==> src/rtl/s_m_hist_pkg.sv <==
// Shared defaults and result-beat layout for the streaming histogram.
package s_m_hist_pkg;

    localparam int unsigned DATA_WIDTH_DEF  = 32;
    localparam int unsigned NUM_BINS_DEF    = 8;
    localparam int unsigned BIN_SHIFT_DEF   = 5;
    localparam int unsigned COUNT_WIDTH_DEF = 29;

    // Width of the bin index for a given bin count.
    function automatic int unsigned bin_idx_w(input int unsigned nb);
        return $clog2(nb);
    endfunction

    localparam int unsigned BIN_IDX_W = bin_idx_w(NUM_BINS_DEF);

    // Lowest bit of the bin field; the bin index sits in the top bits of the beat.
    function automatic int unsigned beat_bin_lsb(input int unsigned dw, input int unsigned nb);
        return dw - bin_idx_w(nb);
    endfunction

    // Result-beat field positions for the default build.
    localparam int unsigned BEAT_BIN_MSB = DATA_WIDTH_DEF - 1;
    localparam int unsigned BEAT_BIN_LSB = beat_bin_lsb(DATA_WIDTH_DEF, NUM_BINS_DEF);
    localparam int unsigned BEAT_CNT_MSB = COUNT_WIDTH_DEF - 1;
    localparam int unsigned BEAT_CNT_LSB = 0;

endpackage

==> src/rtl/s_m_hist_bin_counter_bank.sv <==
// Bank of saturating per-bin counters; presents the post-increment value of the addressed bin.
module hist_bin_counter_bank
    import s_m_hist_pkg::*;
#(
    parameter int unsigned NUM_BINS    = NUM_BINS_DEF,
    parameter int unsigned COUNT_WIDTH = COUNT_WIDTH_DEF,
    parameter int unsigned BIN_W       = bin_idx_w(NUM_BINS)
) (
    input  logic                   i_clk,
    input  logic                   i_rst_n,
    input  logic [BIN_W-1:0]       i_bin,
    input  logic                   i_inc,
    output logic [COUNT_WIDTH-1:0] o_count
);

    logic [COUNT_WIDTH-1:0] r_cnt [NUM_BINS];
    logic [COUNT_WIDTH-1:0] w_cur;
    logic [COUNT_WIDTH-1:0] w_next;

    // Saturating increment of the addressed counter, read from the registered array.
    always_comb begin
        w_cur  = r_cnt[i_bin];
        w_next = (w_cur == '1) ? w_cur : w_cur + 1'b1;
    end

    assign o_count = w_next;

    // Counter storage; only reset clears it.
    always_ff @(posedge i_clk or negedge i_rst_n) begin
        if (!i_rst_n) begin
            for (int unsigned i = 0; i < NUM_BINS; i++) begin
                r_cnt[i] <= '0;
            end
        end else if (i_inc) begin
            r_cnt[i_bin] <= w_next;
        end
    end

endmodule

==> src/rtl/s_m_hist.sv <==
// Streaming histogram: bins each accepted sample and emits {bin, updated count} one cycle later.
module s_m_hist
    import s_m_hist_pkg::*;
#(
    parameter int unsigned DATA_WIDTH  = DATA_WIDTH_DEF,
    parameter int unsigned NUM_BINS    = NUM_BINS_DEF,
    parameter int unsigned BIN_SHIFT   = BIN_SHIFT_DEF,
    parameter int unsigned COUNT_WIDTH = COUNT_WIDTH_DEF
) (
    input  logic                  aclk,
    input  logic                  aresetn,
    input  logic [DATA_WIDTH-1:0] s_axis_tdata,
    input  logic                  s_axis_tvalid,
    output logic                  s_axis_tready,
    output logic [DATA_WIDTH-1:0] m_axis_tdata,
    output logic                  m_axis_tvalid,
    input  logic                  m_axis_tready
);

    localparam int unsigned BIN_W   = bin_idx_w(NUM_BINS);
    localparam int unsigned BIN_LSB = beat_bin_lsb(DATA_WIDTH, NUM_BINS);

    logic                   r_run;
    logic                   r_valid;
    logic [DATA_WIDTH-1:0]  r_data;
    logic                   w_ready;
    logic                   w_accept;
    logic                   w_over;
    logic [BIN_W-1:0]       w_bin;
    logic [COUNT_WIDTH-1:0] w_count;
    logic [DATA_WIDTH-1:0]  w_beat;

    // Reset release is registered so no sample is taken on the edge that sees deassertion.
    always_ff @(posedge aclk or negedge aresetn) begin
        if (!aresetn) begin
            r_run <= 1'b0;
        end else begin
            r_run <= 1'b1;
        end
    end

    assign w_ready  = r_run & (~r_valid | m_axis_tready);
    assign w_accept = s_axis_tvalid & w_ready;

    // Bin selection: samples beyond the last bin's range clamp to the top bin.
    always_comb begin
        w_over = |(s_axis_tdata >> (BIN_SHIFT + BIN_W));
        w_bin  = w_over ? BIN_W'(NUM_BINS - 1) : s_axis_tdata[BIN_SHIFT +: BIN_W];
    end

    hist_bin_counter_bank #(
        .NUM_BINS    (NUM_BINS),
        .COUNT_WIDTH (COUNT_WIDTH),
        .BIN_W       (BIN_W)
    ) u_bank (
        .i_clk   (aclk),
        .i_rst_n (aresetn),
        .i_bin   (w_bin),
        .i_inc   (w_accept),
        .o_count (w_count)
    );

    // Result beat: bin index in the top bits, count zero-extended from bit 0.
    always_comb begin
        w_beat                                  = '0;
        w_beat[BEAT_CNT_LSB +: COUNT_WIDTH]     = w_count;
        w_beat[BIN_LSB +: BIN_W]                = w_bin;
    end

    // Output slot: load on acceptance (replacing any beat being taken), drain when consumed.
    always_ff @(posedge aclk or negedge aresetn) begin
        if (!aresetn) begin
            r_valid <= 1'b0;
            r_data  <= '0;
        end else if (w_accept) begin
            r_valid <= 1'b1;
            r_data  <= w_beat;
        end else if (m_axis_tready) begin
            r_valid <= 1'b0;
        end
    end

    assign s_axis_tready = w_ready;
    assign m_axis_tvalid = r_valid;
    assign m_axis_tdata  = r_data;

endmodule

==> config.mk <==
export PLATFORM = sky130hd
export DESIGN_NAME = s_m_hist
export DESIGN_NICKNAME = d
export VERILOG_FILES = /design/src/rtl/s_m_hist_pkg.sv /design/src/rtl/s_m_hist_bin_counter_bank.sv /design/src/rtl/s_m_hist.sv
export SDC_FILE = /design/constraint.sdc
export NUM_CORES = 1
export LEC_CHECK = 0
export ABC_AREA = 1
export ABC_CLOCK_PERIOD_IN_PS = 3900
export CORE_MARGIN = 4
export CORE_UTILIZATION = 62
export DETAILED_ROUTE_END_ITERATION = 7
export PLACE_DENSITY_LB_ADDON = 0.2
export SETUP_SLACK_MARGIN = 0.15
export SLEW_MARGIN = 10
export SYNTH_ARGS = -nofsm -noshare
export SYNTH_HDL_FRONTEND = slang
export SYNTH_HIERARCHICAL = 1
export SYNTH_SLANG_ARGS = --single-unit
==> constraint.sdc <==
create_clock -name aclk -period 3.9 [get_ports aclk]
set_clock_uncertainty 0.2 [all_clocks]
set_input_delay 0.78 -clock aclk [delete_from_list [all_inputs] [get_ports aclk]]
set_output_delay 0.78 -clock aclk [all_outputs]
set_load 0.05 [all_outputs]
==> results of run 1 <==
-- layer usage --
layer  track usage [%]  part of all wire [%]
met4              9.93                   2.9
met3              5.57                   8.3
met5                 0                     0
met1              42.8                    41
met2              54.3                    48
-- layout make-up --
class	count	area, um2	share of cell area, %
Timing Repair Buffer	209	1950	11.2
Clock buffer	39	822	4.72
Inverter	291	1100	6.34
Tap cell	285	357	2.05
Sequential cell	266	6660	38.2
Multi-Input combinational cell	1406	6360	36.5
Clock inverter	13	176	1.01
-- layout by cell type, fill, tap and decap left out, types with 16 or more instances in the layout --
cell type and instances:
buf_4 125, nor2_4 16, nand2_2 23, dfrtp_1 266
nor2_1 96, clkdlybuf4s50_1 63, nand3_1 119, nand2_1 945
inv_1 280, clkbuf_16 28, nand3_4 23, o21ai_0 50
o21ai_1 69
-- power by group --
| part | leakage [nW] | switching, mW | internal (mW) |
|---|---|---|---|
| sequential | 3.15 | 0.0473 | 2.86 |
| clock | 0.501 | 1.13 | 1.73 |
| combinational | 5.50 | 0.868 | 0.439 |
-- cell families after synthesis --
logic type / count (synthesis)
and+or+nand+nor: 1272
buffers and inverters: 375
DFF: 266
AOI/OAI and AO/OA: 128
xor gates and xnor gates: 1
adders and majority gates: 1
other: 1
-- registers in the layout, summed over array words and instances (netlist names) --
name / count
r_run: 1
m_axis_tvalid: 1
m_axis_tdata: 32
u_bank/r_cnt: 232
-- repair_timing --
item                                    in CTS  in global routing
endpoints found under the hold margin        0                  0
endpoints found under the setup margin       0                261
hold buffers                                 0                  0
setup buffers                                0                  0
resized for setup                            0                 38
-- how the worst max path moves through the flow --
stage | start | to | slack (ns) | cells after the start
after floorplan | s_axis_tdata[23] | u_bank/r_cnt[105] | 0.16 | 22
after global placement | s_axis_tdata[23] | m_axis_tdata[28] | -0.29 | 21
after detailed placement | s_axis_tdata[23] | u_bank/r_cnt[86] | -0.42 | 21
after CTS | s_axis_tdata[23] | u_bank/r_cnt[86] | 0.15 | 21
after global routing | s_axis_tdata[19] | u_bank/r_cnt[112] | 0.12 | 22
final | s_axis_tdata[19] | m_axis_tdata[1] | 0.31 | 21
-- metrics by stage --
step	cell area [um2]	power, mW
detailed placement	16200	4.20
global route	17400	7.33
finish	17400	7.08
CTS	17200	7.04
floorplan	14400	3.68
global placement	16200	4.17
-- worst max-delay path: stages --
cell,delay (ns)
clkdlybuf4s50_1,0.40
nor2_1,0.10
nand2_1,0.06
nor2_2,0.15
nand4_1,0.13
buf_6,0.16
nor2_4,0.25
buf_4,0.25
nand3_1,0.12
nand2_1,0.14
nor2_1,0.08
nor2_2,0.16
buf_4,0.14
nand2_1,0.08
nor2_1,0.18
nand2_1,0.07
nor2_1,0.18
nand2_1,0.14
nand2_4,0.16
nand2_1,0.07
nand2_1,0.07
==> impl_metrics.py, run 1 <==
metrics = {
    "final_layout": {
        "fill_cells": 1706,
        "fin_nets": 2239,
        "fin_util_pct": 76.7,
        "syn2layout_area_growth_pct": 21.0,
        "drive_gt1_share_pct": 13.9,
        "antenna-diode-count": 0,
        "fin_cells": 2509,
    },
    "placed_design": {
        "dpl.hpwl_mm": 27.4,
        "port_buffers": 64,
        "place_congestion": 0.935,
        "dp_cells": 2454,
        "pre_cts_ws_ns": -0.420,
    },
    "floorplan": {
        "die_w_um": 160,
        "die_h_um": 160,
        "start_util_pct": 63.4,
        "die_area_um2": 25700,
        "ioPinCount": 70,
        "core-area_um2": 22700,
        "rows": 55,
    },
    "yosys": {
        "synth-xor-area-share_pct": 0.0609,
        "yosysTopAreaCell": "dfrtp_1",
        "syn_inst": 2044,
        "synth-seq-cells": 266,
        "synth_compound_area_share_pct": 4.62,
        "syn_avg_cell_area_um2": 7.04,
        "synth-warning-count": 6,
        "synth_top_area_share_pct": 46.2,
        "synth_edf_count": 0,
        "synth_cell_types": 34,
        "postSynthNetCount": 2081,
        "synthMuxAreaShare_pct": 0,
        "synth-simple-area-share_pct": 37.9,
        "async_flop_share_pct": 100,
        "synth_ff_type": "dfrtp_1",
        "synth_commonest_cells": "nand2_1 (951), inv_1 (281), dfrtp_1 (266), nand3_1 (121), nor2_1 (112)",
        "synth_area_um2": 14400,
        "synth_adder_area_share_pct": 0.0869,
        "ys_seq_area_share_pct": 46.2,
        "synth_area_leaders": "dfrtp_1 (46%), nand2_1 (25%), inv_1 (7.3%)",
        "post-synth-top-count-cell": "nand2_1",
        "synth_top_family_by_area": "simple AND/OR/NAND/NOR gates",
    },
    "pwr": {
        "power.leakage_nw": 9.15,
        "vdd_drop_max_uv": 381,
        "powerDensity_nw_per_um2": 406,
    },
    "global_routing": {
        "grt_overflow": 0,
        "grt_use_total_pct": 32.1,
        "grt_pass1_vias": 13400,
        "grt_pass1_wl_mm": 67.3,
        "antenna_found_initial": 0,
        "grt_max_degree": 100,
    },
    "routing": {
        "wl_mm": 41.7,
        "ant_nets": 0,
        "wl_per_cell_um": 16.6,
        "viasPerCell": 5.40,
        "drc": 0,
        "drt_pass1_iterations": 5,
        "drt_iter0_drc": 1239,
        "vias": 13600,
    },
    "clock_network": {
        "cts_buffer_depth": 3,
        "cts.htree.levels": 1,
        "cts_tree": "yes",
        "root_buffer": "clkbuf_16",
        "clkTransAtPathRegs_ns": 0.06,
        "cts_buffers": 28,
        "clk_latency_ns": 0.56,
        "clock_sinks": 266,
    },
    "run": {
        "max-cap-violations": 0,
    },
    "worst_setup_path": {
        "crit_path_end_kind": "flip-flop",
        "critPathRequiredTime_ns": 4.19,
        "cp.arrival_ns": 3.88,
        "worst_r2r_endpoint": "u_bank/r_cnt[109]",
        "r2r_slack_ns": 1.36,
        "r2r_cells": 15,
        "cp_max_fo": 9,
        "reg2reg_from": "u_bank/r_cnt[87]",
        "cp-start-kind": "input port",
        "path_class": "input port to flip-flop",
    },
    "status": {
        "status": "completed",
    },
    "timing": {
        "max_freq_ghz": 0.279,
        "setup_ws_ns": 0.313,
        "setup_tns_ns": 0,
        "timing.final.crit_share_pct": 92.0,
        "tightestPinTransition_ns": 0.874,
        "period_needed_ns": 3.59,
        "rsz0062_at_grt": "yes",
        "drv_slew": 0,
        "finalSetupViolCount": 0,
        "final_hold_viol_count": 0,
        "hold_ws_ns": 0.00807,
        "slew-limit-headroom_pct": 41.7,
    },
    "worst_hold_path": {
        "hold_path.class": "input port to async pin",
    },
}
(Power assumes the default switching activity.)
==> run 2: changes to the inputs <==
ABC_CLOCK_PERIOD_IN_PS = 3500   (was 3900)
CORE_UTILIZATION = 61   (was 62)
GPL_TIMING_DRIVEN = 0   (was unset)
RECOVER_POWER = 50   (was unset)
clock period = 3.5 ns   (was 3.9 ns; I/O delays follow)
==> impl_metrics.py, run 2 (same netlist as run 1, synthesis figures left out) <==
metrics = {
    "global_routing": {
        "grt_overflow": 0,
        "grt_max_degree": 113,
        "antenna_found_initial": 0,
        "grt_use_total_pct": 37.1,
        "grt_pass1_wl_mm": 76.0,
        "grt_pass1_vias": 14200,
    },
    "worst_setup_path": {
        "r2r_slack_ns": 0.30,
        "critPathRequiredTime_ns": 3.66,
        "reg2reg_from": "m_axis_tvalid",
        "cp.arrival_ns": 3.64,
        "r2r_cells": 11,
        "crit_path_end_kind": "flip-flop",
        "cp-start-kind": "input port",
        "worst_r2r_endpoint": "u_bank/r_cnt[172]",
        "cp_common_cell": "nand2_1",
        "path_class": "input port to flip-flop",
        "critPathMaxStageDelay_ns": 0.34,
        "cpMaxStageDelayCell": "nor2_1",
        "cp_max_fo": 9,
        "crit_chain": "buf_6, nor2_2, nand2_2, nor2_4, nand4_1, buf_6, inv_6, buf_8, buf_8, buf_4, nand2_1, nand3_1, nand2_1, nor2_1, nor2_2, nand3_2, nor2_4, buf_4, nand2_8, nand3_4, nand2_1, o21ai_0",
    },
    "worst_hold_path": {
        "hold_path_end": "m_axis_tdata[22]",
        "hold_path.class": "flip-flop to flip-flop",
        "min_from": "m_axis_tdata[22]",
        "hold_depth": 2,
    },
    "timing": {
        "period_needed_ns": 3.48,
        "finalSetupViolCount": 0,
        "tightestPinTransition_ns": 1.51,
        "setup_tns_ns": 0,
        "slew-limit-headroom_pct": -0.826,
        "max_freq_ghz": 0.288,
        "rsz0062_at_grt": "yes",
        "setup_ws_ns": 0.0225,
        "timing.final.crit_share_pct": 99.4,
        "drv_slew": 107,
        "final_hold_viol_count": 0,
    },
    "clock_network": {
        "cts_tree": "yes",
        "cts_buffer_depth": 3,
        "cts.htree.levels": 1,
        "root_buffer": "clkbuf_16",
        "clock_sinks": 266,
        "cts_buffers": 28,
        "clkTransAtPathRegs_ns": 0.06,
        "clk_latency_ns": 0.55,
    },
    "final_layout": {
        "fin_cells": 2553,
        "syn2layout_area_growth_pct": 25.9,
        "top_register": "u_bank/r_cnt",
        "antenna-diode-count": 0,
        "fin_nets": 2255,
        "fill_cells": 1488,
        "final_common_cell": "nand2_1",
        "final_cell_area_um2": 18100,
        "largest_reg_flops": 232,
        "drive_gt1_share_pct": 18.2,
        "final_cell_mix": "nand2_1 (889), inv_1 (277), dfrtp_1 (266)",
    },
    "pwr": {
        "comb_power_share_pct": 19.6,
        "vdd_drop_max_uv": 366,
        "switching_share_pct": 30.3,
        "powerDensity_nw_per_um2": 455,
        "power_frac_seq_pct": 39.3,
        "power.leakage_nw": 9.50,
        "switchingPower_mw": 2.50,
        "p_clk_share_pct": 41.1,
        "p_int_mw": 5.75,
    },
    "routing": {
        "drt_pass1_iterations": 8,
        "viasPerCell": 6.11,
        "drt_iter0_drc": 2631,
        "routed.top_layer": "met4",
        "ant_nets": 0,
        "wl_met1_mm": 18.5,
        "wl_met2_mm": 23.3,
        "wl_met3_mm": 8.67,
        "drc": 15,
        "wl_per_cell_um": 21.8,
        "wl_mm": 55.5,
        "vias": 15600,
    },
    "floorplan": {
        "die_h_um": 162,
        "die_w_um": 162,
        "ioPinCount": 70,
        "core-area_um2": 22900,
        "rows": 55,
        "die_area_um2": 26100,
        "start_util_pct": 62.8,
    },
    "placed_design": {
        "dpl.hpwl_mm": 30.9,
        "pre_cts_ws_ns": -1.23,
        "dp_cells": 2423,
        "post_dp_cell_area_um2": 15600,
        "place_congestion": 1.04,
        "port_buffers": 64,
    },
    "status": {
        "violations": "design-rule violations, max-slew violations",
        "status": "finished with violations",
    },
    "run": {
        "max-cap-violations": 0,
    },
}
[run 2: cell count changes in the layout (fill, tap and decap cells not counted), moves of 11 or more]
cell | before | now
nand2_2 | 23 | 72
clkbuf_1 | 3 | 36
nor2_1 | 96 | 77
clkdlybuf4s50_1 | 63 | 24
nand3_4 | 23 | 34
dlygate4sd3_1 | 0 | 13
nand2_1 | 945 | 889
buf_2 | 0 | 12
clkbuf_2 | 0 | 18
nor2_2 | 15 | 29
buf_6 | 3 | 25
buf_4 | 125 | 47
[run 2: cell type report]
cell class                      count  area, um2  area share, %
Multi-Input combinational cell   1426       7000           38.6
Sequential cell                   266       6660           36.7
Buffer                             84        718           3.96
Timing Repair Buffer              121       1180           6.50
Clock inverter                     16        264           1.46
Clock buffer                       36        782           4.32
Inverter                          291       1130           6.26
Tap cell                          313        392           2.16
[run 2: metal layers]
layer,track usage (%),vias up
li1,-,6558
met1,48.9,7111
met2,58.3,1425
met3,7.78,505
met4,19.2,0
met5,0,-
[run 2: stage by stage]
step | hold WS [ns] | utilization (%) | power [mW]
global placement | 0.255 | 67.7 | 4.56
floorplan | 0.204 | - | 4.13
global route | 0.289 | 79.1 | 8.47
CTS | 0.276 | 75.6 | 8.01
finish | 0.268 | 79.1 | 8.25
detailed placement | 0.258 | 68.0 | 4.59
[run 2: how the worst max path moves through the flow]
stage | startpoint | to | slack (ns) | cells after the start
after floorplan | s_axis_tdata[19] | u_bank/r_cnt[132] | 0.07 | 22
after global placement | aresetn | u_bank/r_cnt[83] | -9.93 | 1
after CTS | s_axis_tdata[31] | m_axis_tdata[24] | 0.16 | 24
after global routing | s_axis_tdata[29] | u_bank/r_cnt[172] | -0.08 | 23
final | s_axis_tdata[29] | u_bank/r_cnt[179] | 0.02 | 22
after detailed placement | s_axis_tdata[21] | u_bank/r_cnt[213] | -1.23 | 23
[run 2: worst max-delay path, delay by kind of cell]
kind / cells / cell delay [ns]
simple gates: 14 / 1.86
buf+inv: 7 / 0.89
compound gates: 1 / 0.16
[run 2: power by group through the flow]
stage	registers, mW	clock network [mW]	logic, mW
CTS	3.24	3.37	1.40
global route	3.25	3.53	1.68
finish	3.24	3.39	1.62
floorplan	3.51	0	0.622
global placement	3.30	0	1.27
detailed placement	3.29	0	1.30
[run 2: repair_timing]
| action | CTS | global route |
|---|---|---|
| endpoints found under the setup margin | 261 | 261 |
| setup buffers | 32 | 17 |
| pin swaps | 35 | 56 |
| hold endpoints to repair | 47 | 0 |
| resized for setup | 116 | 200 |
| gates cloned | 8 | 20 |
| hold buffers | 1 | 0 |
